<file path="src/rtl/block_serial_subtractor_pkg.sv">
// Shared types for the block-serial subtractor: FSM state encoding.
package block_serial_subtractor_pkg;

    typedef enum logic [1:0] {
        IDLE = 2'd0,
        RUN  = 2'd1,
        DONE = 2'd2
    } state_t;

endpackage

</file>
<file path="src/rtl/block_serial_subtractor_block_sub.sv">
// Combinational BLOCK_SIZE-bit slice subtractor with borrow bypass when
// the two slices are equal.
module block_sub #(
    parameter int BLOCK_SIZE = 4
) (
    input  logic [BLOCK_SIZE-1:0] a,
    input  logic [BLOCK_SIZE-1:0] b,
    input  logic                  bin,
    output logic [BLOCK_SIZE-1:0] d,
    output logic                  bout,
    output logic                  bypass
);

    logic [BLOCK_SIZE:0] ripple_s;

    // Extended subtraction: the top bit of the (BLOCK_SIZE+1)-bit result is the ripple borrow
    always_comb begin
        ripple_s = {1'b0, a} - {1'b0, b} - {{BLOCK_SIZE{1'b0}}, bin};
        d        = ripple_s[BLOCK_SIZE-1:0];
        bypass   = (a == b);
        if (bypass) begin
            bout = bin;
        end else begin
            bout = ripple_s[BLOCK_SIZE];
        end
    end

endmodule

</file>
<file path="src/rtl/block_serial_subtractor.sv">
// Block-serial unsigned subtractor: accepts A, B, Bin in IDLE, processes one
// BLOCK_SIZE slice per RUN cycle, and presents Diff/Bout/Bypass_cnt in DONE.
module block_serial_subtractor
    import block_serial_subtractor_pkg::*;
#(
    parameter  int WIDTH      = 16,
    parameter  int BLOCK_SIZE = 4,
    localparam int NBLK       = WIDTH / BLOCK_SIZE,
    localparam int CW         = $clog2(NBLK + 1)
) (
    input  logic             clk,
    input  logic             rst,
    input  logic             in_valid,
    output logic             in_ready,
    input  logic [WIDTH-1:0] A,
    input  logic [WIDTH-1:0] B,
    input  logic             Bin,
    output logic             out_valid,
    input  logic             out_ready,
    output logic [WIDTH-1:0] Diff,
    output logic             Bout,
    output logic [CW-1:0]    Bypass_cnt
);

    if ((WIDTH % BLOCK_SIZE) != 32'sd0) begin : g_bad_cfg
        $error("block_serial_subtractor: WIDTH must be a multiple of BLOCK_SIZE");
    end

    localparam logic [CW-1:0] LAST_BLK = CW'(NBLK - 1);

    state_t                  state_r;
    logic [WIDTH-1:0]        a_r;
    logic [WIDTH-1:0]        b_r;
    logic                    borrow_r;
    logic [CW-1:0]           idx_r;
    logic [WIDTH-1:0]        diff_r;
    logic                    bout_r;
    logic [CW-1:0]           bypass_cnt_r;

    logic [BLOCK_SIZE-1:0]   a_slice_s;
    logic [BLOCK_SIZE-1:0]   b_slice_s;
    logic [BLOCK_SIZE-1:0]   d_slice_s;
    logic                    blk_bout_s;
    logic                    blk_bypass_s;

    assign a_slice_s = a_r[int'(idx_r) * BLOCK_SIZE +: BLOCK_SIZE];
    assign b_slice_s = b_r[int'(idx_r) * BLOCK_SIZE +: BLOCK_SIZE];

    block_sub #(
        .BLOCK_SIZE (BLOCK_SIZE)
    ) u_block_sub (
        .a      (a_slice_s),
        .b      (b_slice_s),
        .bin    (borrow_r),
        .d      (d_slice_s),
        .bout   (blk_bout_s),
        .bypass (blk_bypass_s)
    );

    // Handshake flags come straight from the state register, never from in_valid/out_ready
    assign in_ready   = (state_r == IDLE);
    assign out_valid  = (state_r == DONE);
    assign Diff       = diff_r;
    assign Bout       = bout_r;
    assign Bypass_cnt = bypass_cnt_r;

    // Control FSM plus operand, result, index and running-borrow registers
    always_ff @(posedge clk) begin
        if (rst) begin
            state_r      <= IDLE;
            a_r          <= '0;
            b_r          <= '0;
            borrow_r     <= 1'b0;
            idx_r        <= '0;
            diff_r       <= '0;
            bout_r       <= 1'b0;
            bypass_cnt_r <= '0;
        end else begin
            case (state_r)
                IDLE: begin
                    if (in_valid) begin
                        a_r          <= A;
                        b_r          <= B;
                        borrow_r     <= Bin;
                        idx_r        <= '0;
                        diff_r       <= '0;
                        bypass_cnt_r <= '0;
                        state_r      <= RUN;
                    end else begin
                        state_r      <= IDLE;
                    end
                end
                RUN: begin
                    diff_r[int'(idx_r) * BLOCK_SIZE +: BLOCK_SIZE] <= d_slice_s;
                    borrow_r <= blk_bout_s;
                    if (blk_bypass_s) begin
                        bypass_cnt_r <= bypass_cnt_r + CW'(1'b1);
                    end else begin
                        bypass_cnt_r <= bypass_cnt_r;
                    end
                    if (idx_r == LAST_BLK) begin
                        bout_r  <= blk_bout_s;
                        state_r <= DONE;
                    end else begin
                        idx_r   <= idx_r + CW'(1'b1);
                        state_r <= RUN;
                    end
                end
                DONE: begin
                    if (out_ready) begin
                        state_r <= IDLE;
                    end else begin
                        state_r <= DONE;
                    end
                end
                default: begin
                    state_r <= IDLE;
                end
            endcase
        end
    end

endmodule
</file>
<file path="config.mk">
export PLATFORM = sky130hd
export DESIGN_NAME = block_serial_subtractor
export DESIGN_NICKNAME = d
export VERILOG_FILES = /design/src/rtl/block_serial_subtractor_pkg.sv /design/src/rtl/block_serial_subtractor_block_sub.sv /design/src/rtl/block_serial_subtractor.sv
export SDC_FILE = /design/constraint.sdc
export NUM_CORES = 1
export LEC_CHECK = 0
export ABC_AREA = 1
export BUFFER_PORTS_ARGS = -buffer_cell sky130_fd_sc_hd__buf_2
export CAP_MARGIN = 20
export CORE_MARGIN = 3
export CORE_UTILIZATION = 49
export DETAILED_ROUTE_END_ITERATION = 10
export HOLD_SLACK_MARGIN = 0.08
export PLACE_DENSITY = 0.75
export REMOVE_ABC_BUFFERS = 1
export SETUP_SLACK_MARGIN = 0.3
export SYNTH_ARGS = -nofsm -noshare
export SYNTH_HDL_FRONTEND = slang
export SYNTH_SLANG_ARGS = --single-unit
</file>
<file path="constraint.sdc">
create_clock -name clk -period 2.6 [get_ports clk]
set_clock_uncertainty 0.2 [all_clocks]
set_input_delay 0.52 -clock clk [delete_from_list [all_inputs] [get_ports clk]]
set_output_delay 0.52 -clock clk [all_outputs]
set_load 0.005 [all_outputs]
</file>
=== Yosys cells after proc, flatten, opt, wreduce, memory -nomap -nowiden ===
Cells that the tools add are included.

* Flip-flop bits (word level): 58
* Bits in latches: 0
* RAM bits: 0
* Bits in read-only memories: 0
* Input port bits: 37
* Output and inout port bits: 22
* Word-level logic and storage cells: 46
* Memories kept: 0

* Add/sub/neg operators: 5
* $mul: 0
* Divide/modulo/power cells: 0
* Magnitude comparators: 0
* Eq/ne operators: 7
* Shifts and indexed selects: 4
* Muxes and demuxes: 15
* Bitwise logic cells: 0
* Reductions and logical operators: 7

{| class="wikitable"
|+ Operators with widths
! kind !! number
|-
| 5-bit negation with 33-bit output || 1
|-
| 4-bit by 33-bit variable shift with 16-bit output (first input constant) || 1
|-
| 4-bit by 33-bit variable part select with 16-bit output || 1
|-
| 16-bit case mux with 2 select lines || 1
|-
| 16-bit by 6-bit variable part select with 4-bit output || 2
|-
| 16-bit bitwise mux || 1
|-
| 16-bit 2-to-1 mux || 1
|-
| 3-bit case mux with 2 select lines || 2
|-
| 3-bit 2-to-1 mux || 3
|-
| 3-bit by 1-bit adder with 3-bit output (second input constant) || 2
|-
| 2-bit inequality test (second input constant) || 3
|-
| 2-bit case mux with 3 select lines || 1
|-
| 2-bit AND reduction || 3
|-
| 3-bit AND reduction || 2
|-
| 4-bit by 4-bit subtractor with 5-bit output || 1
|-
| 5-bit by 1-bit subtractor with 5-bit output || 1
|-
| 4-bit == test || 1
|-
| 2-bit 2-to-1 mux || 2
|-
| 3-bit by 2-bit == test with 1-bit output (second input constant) || 1
|-
| 1-bit 2-to-1 mux || 3
|-
| 2-bit by 1-bit == test with 1-bit output (second input constant) || 1
|-
| 2-bit == test (second input constant) || 1
|-
| 2-bit logical NOT || 1
|-
| 1-bit case mux with 2 select lines || 1
|-
| 2-bit nonzero test || 1
|}

=== Longest topological paths before layout ===
* Depth after elaboration: 6
* Mapped depth: 20
* Depth with buffers taken out: 18

=== By module ===
Synthesis repeated with hierarchy kept, for this count alone.

* Cell total of the unflattened synthesis: 409
* Area, all modules: 2887.8 um^2

{| class="wikitable"
|+ By module, submodules not included
! module !! instances !! cells each !! area each (um^2) !! seq. area each (um^2)
|-
| block_serial_subtractor || 1 || 360 || 2585.0 || 1161.1
|-
| block_sub || 1 || 49 || 302.8 || 0.0
|}

=== Worst setup path after synthesis ===
OpenSTA, ideal clock, no wires.

* Kind: reg2reg
* From: reg idx_r[0]
* To: reg borrow_r
* Setup time: 0.071 ns
* Arrival: 2.413 ns
* Data required time: 2.329 ns
* Setup slack: -0.084 ns
* Stages on the path, launching flop included: 18
* Buffers on the path: 3
* Clock period less this slack: 2.684 ns
* Cells stage by stage: dfxtp_1 > buf_6 > buf_6 > clkbuf_1 > o21ai_0 > o22ai_1 > nand2_1 > ha_1 > inv_1 > ha_1 > inv_1 > nor2_1 > nor2_1 > xor2_1 > inv_1 > nand2_1 > nand3_1 > a21oi_1

* Cells in the longest elaborated chain, start to end: 5
* Elaborated cells on any way between the ends: 7
* Classes of those cells: 2 x add/sub; 1 x eq/ne; 2 x shift; 2 x mux

{| class="wikitable"
|+ RTL lines
! item !! line !! RTL
|-
| start, declared || block_serial_subtractor.sv:35 || <nowiki>logic [CW-1:0] idx_r;</nowiki>
|-
| start signal, assigned || block_serial_subtractor.sv:105 || <nowiki>idx_r <= idx_r + CW'(1'b1);</nowiki>
|-
| 16-bit by 6-bit variable part select with 4-bit output, on equally long branches || block_serial_subtractor.sv:46, block_serial_subtractor.sv:47 ||
|-
| 4-bit by 4-bit subtractor with 5-bit output || block_serial_subtractor_block_sub.sv:18 || <nowiki>ripple_s = {1'b0, a} - {1'b0, b} - {{BLOCK_SIZE{1'b0}}, bin};</nowiki>
|-
| 5-bit by 1-bit subtractor with 5-bit output || block_serial_subtractor_block_sub.sv:18 ||
|-
| 1-bit 2-to-1 mux (*) || block_serial_subtractor_block_sub.sv:21 || <nowiki>if (bypass) begin</nowiki>
|-
| 1-bit case mux with 2 select lines (*) || block_serial_subtractor.sv:79 || <nowiki>case (state_r)</nowiki>
|-
| end signal, assigned || block_serial_subtractor.sv:84 || <nowiki>borrow_r <= Bin;</nowiki>
|-
| end signal, assigned || block_serial_subtractor.sv:95 || <nowiki>borrow_r <= blk_bout_s;</nowiki>
|-
| end, declared || block_serial_subtractor.sv:34 || <nowiki>logic borrow_r;</nowiki>
|}

Mark *: on every way between the ends. The rest lies on a longest branch, timed or not.
A chain may end at the register's enable or synchronous reset.

=== Worst setup path in the final report ===
* From: reg idx_r[0]
* To: reg bout_r (netlist: Bout)

* Cells in the longest elaborated chain, start to end: 4
* Elaborated cells on any way between the ends: 8
* Classes of those cells: 2 x add/sub; 2 x eq/ne; 2 x shift; 1 x mux; 1 x reduce/logical

{| class="wikitable"
|+ RTL lines
! item !! line !! RTL
|-
| 16-bit by 6-bit variable part select with 4-bit output, on equally long branches || block_serial_subtractor.sv:46, block_serial_subtractor.sv:47 ||
|-
| 4-bit by 4-bit subtractor with 5-bit output || block_serial_subtractor_block_sub.sv:18 ||
|-
| 5-bit by 1-bit subtractor with 5-bit output || block_serial_subtractor_block_sub.sv:18 ||
|-
| 1-bit 2-to-1 mux || block_serial_subtractor_block_sub.sv:21 ||
|-
| end signal, assigned || block_serial_subtractor.sv:102 || <nowiki>bout_r <= blk_bout_s;</nowiki>
|-
| end, declared || block_serial_subtractor.sv:37 || <nowiki>logic bout_r;</nowiki>
|}

Several ways; a longest one is shown, not always the timed one.

==> impl_metrics.ini <==
[status]
result_of_the_run = finished, violations left
violations = setup timing

[detailed_routing]
top_layer = met4
met2_wire_len_um = 4115
drt_first_iter_violations = 247
post-route-drc-count = 0
routed-wl-met3_um = 618
route.detailed.wl_per_inst_um = 14.49
detailedRoute.firstPassIterationCount = 5
wirelength_um = 8432
via_per_inst = 5.395
drt.antenna.violating_nets = 0
met1_length_um = 3277
num_vias = 3140

[global_routing]
global_route.usage.total_pct = 21.49
gr_ovfl_total = 0
grt_antenna_before_repair = 0
grt_pass1_vias = 2844
first_pass_grt_wire_length_um = 12290
grt_max_degree = 43

[clock_network]
tritoncts.num_buffers = 9
number_of_sinks_handled_by_clock_tree_synthesis = 58
clk_transition_reported_paths_ns = 0.06
cts_max_path_buffers = 2
cts_tree = done
clkLatencyLatePin_ns = 0.34
cts-hold-fix-buffers = 0
clock-root-buffer = clkbuf_8
clock_tree.htree_level_count = 3

[worst_setup_path]
worst_path_cell_chain = inv_8 -> nand2_2 -> nand3_2 -> nand2_2 -> nand2_2 -> inv_2 -> fa_2 -> fa_2 -> nor2_2 -> nor2_2 -> nor2_1 -> xor2_1 -> inv_1 -> nand2_2 -> nand2_1 -> nand2_1 -> nand2_1 -> inv_1
crit_path_top_delay_cell = dfxtp_4
timing.critical_path.arrival_ns = 2.80
crit_path_max_incr_delay_ns = 0.42
cp_max_fo = 8
r2r_cells = 18
critPathRequiredTime_ns = 2.68
crit_type = flop to flop
end_kind = flop
timing.rr.end = Bout
startpoint_type = flop
r2r_setup_slack_ns = -0.13
timing.rr.start = idx_r[0]
timing.critical_path.mode_cell = nand2_2

[sta]
rsz0062_at_grt = yes
slew-limit-headroom_pct = 57.56
final.setup.tns_ns = -0.3625
final.period_utilization_pct = 104.8
timing_worst_slew_pin_value_ns = 0.6359
period_minus_slack_ns = 2.726
finalHoldViolCount = 0
drv_slew = 0
highest_attainable_clock_frequency_mhz = 366.9
finalSetupViolations = 5
final_critical_path_setup_slack_ns = -0.1258

[finish]
count_of_antenna_diodes_in_the_layout = 0
fin_nets = 556
postLayoutCoreUtil_pct = 71.77
flow.area_growth_from_synthesis_pct = 37.58
final_layout_size_suffix_gt1_share_pct = 37.84

[die]
fp.dieArea_mm2 = 0.006971
chip_height_um = 83.50
core_box_area_mm2 = 0.005642
initial_core_util_pct = 52.16
row_count = 27
io_pins = 59
die-width_um = 83.50

[yosys]
yosysTopAreaCell = dfxtp_1
synth_top_cells_by_area = dfxtp_1 39%, nor2_1 10%, nand2_1 10%, o21ai_0 7.3%, ha_1 5.1%
synth-edff-count = 0
yosysSeqAreaShare_pct = 39.46
syn-mean-instance-area_um2 = 7.125
netlist_top_cells_count = 82 x nor2_1, 79 x nand2_1, 58 x dfxtp_1, 43 x o21ai_0, 31 x inv_1
synthesis.instances = 413
synth.top_cell.area_share_pct = 39.46
yosys.cell_types.count = 33
synth_async_sr_flop_share_pct = 0
synth_seq_cells = 58
synth_top_flop_cell = dfxtp_1
yosys_warnings = 0
mappedNetlistArea_mm2 = 0.002943
synth_most_common_cell = nor2_1

[power_and_ir_drop]
power.leakage_uw = 0.001884
clkPwrFrac_pct = 29.3
ir_drop_uv = 444.5
sw_power_uw = 880.2
power_report.internal_total_uw = 1751
switching_share_pct = 33.46
p_comb_share_pct = 33.3
pwr-share-seq_pct = 37.4
p_per_area_mw_per_mm2 = 649.8

[min_path]
hold_path_startpoint = A[5]
holdPathEnd = a_r[5]
min_path_type = primary input to flop
min_path_cells = 3

[placement]
globalplace.congestion = 0.8946
dp.final_hpwl_um = 4724
io_buffers = 58

[run]
drv_cap = 0
placed cells by master (no fill, tap or decap), types with 4 or more instances in the layout:
cell / Yosys / layout
ha_4: 0 / 4
buf_2: 2 / 58
nand2_1: 79 / 62
nor2_4: 3 / 4
clkbuf_8: 0 / 12
inv_2: 7 / 12
o21ai_0: 43 / 38
a21oi_1: 27 / 22
nand3_2: 5 / 9
o21ai_1: 1 / 6
nor2_1: 82 / 77
inv_1: 31 / 23
a21oi_2: 1 / 6
nand2_2: 3 / 18
buf_4: 3 / 34
nand3_1: 16 / 9
ha_1: 12 / 8
dfxtp_1: 58 / 56
buf_6: 3 / 4
nor2_2: 2 / 6
cell type report:
cell class                      count  area (µm²)
Multi-Input combinational cell    298        1782
Inverter                           38       155.1
Clock buffer                       14       172.7
Clock inverter                      2       10.01
Sequential cell                    58        1169
Timing Repair Buffer              100       670.6
Tap cell                           72       90.09
Fill cell                         401        1593
worst max path at each step:
stage	startpoint	endpoint	slack, ns
6_report	idx_r[0]	Bout	-0.13
5_1_grt	idx_r[0]	Bout	-0.27
4_1_cts	idx_r[0]	borrow_r	0.1
3_5_place_dp	idx_r[0]	borrow_r	-0.08
3_3_place_gp	idx_r[0]	borrow_r	0.04
2_1_floorplan	idx_r[0]	borrow_r	-0.31
per-layer routing:
metal,vias to the layer above,track usage (%)
li1,1515,-
met1,1412,24.00
met2,164,36.52
met3,49,6.417
met4,0,11.84
met5,-,0
power groups by stage:
stage	clock network (µW)	registers, µW	logic, µW
floorplan	0	995	384
global placement	0	990	535
detailed placement	0	993	546
CTS	781	974	655
global route	833	987	953
finish	771	983	877
kinds of logic after synthesis:
| kind of cell | count (synthesis) | synth area share (%) |
|---|---|---|
| AND/OR/NAND/NOR | 200 | 30.23 |
| AO/OA/AOI/OAI | 81 | 14.46 |
| flip-flops | 58 | 39.46 |
| buffers and inverters | 57 | 8.503 |
| adder cells (fa/ha/maj) | 14 | 6.463 |
| XOR/XNOR | 3 | 0.8930 |
flip-flops by register name (all words and copies together), names as in the netlist:
name and flops:
idx_r 3, Bypass_cnt 3, a_r 16, borrow_r 1
Bout 1, Diff 16, b_r 16, state_r 2
critical path, delay by kind of cell (launching register included):
family                   cells  cell delay [ns]
buffers and inverters        4             0.30
XOR/XNOR                     1             0.16
adder cells (fa/ha/maj)      2             0.74
AND/OR/NAND/NOR             11             0.84
flip-flops                   1             0.42
repair_timing:
action	4_1_cts	5_1_grt
buffers inserted	19	7
resized for setup	18	67
endpoints found under the hold margin	0	0
pin swaps	8	26
gates cloned	0	2
setup endpoints to repair	13	21
stage by stage:
step | cell area (µm²) | std cells | worst slack [ns] | hold WS (ns) | power, µW
finish | 4049 | 582 | -0.1258 | 0.2215 | 2631
global route | 4049 | 582 | -0.2675 | 0.2142 | 2773
CTS | 3705 | 573 | 0.09916 | 0.2200 | 2410
detailed placement | 3321 | 538 | -0.08223 | 0.2553 | 1539
global placement | 3321 | 538 | 0.03579 | 0.2459 | 1525
floorplan | 2835 | 394 | -0.3067 | 0.2313 | 1378
Power figures use the tool's default switching activity.
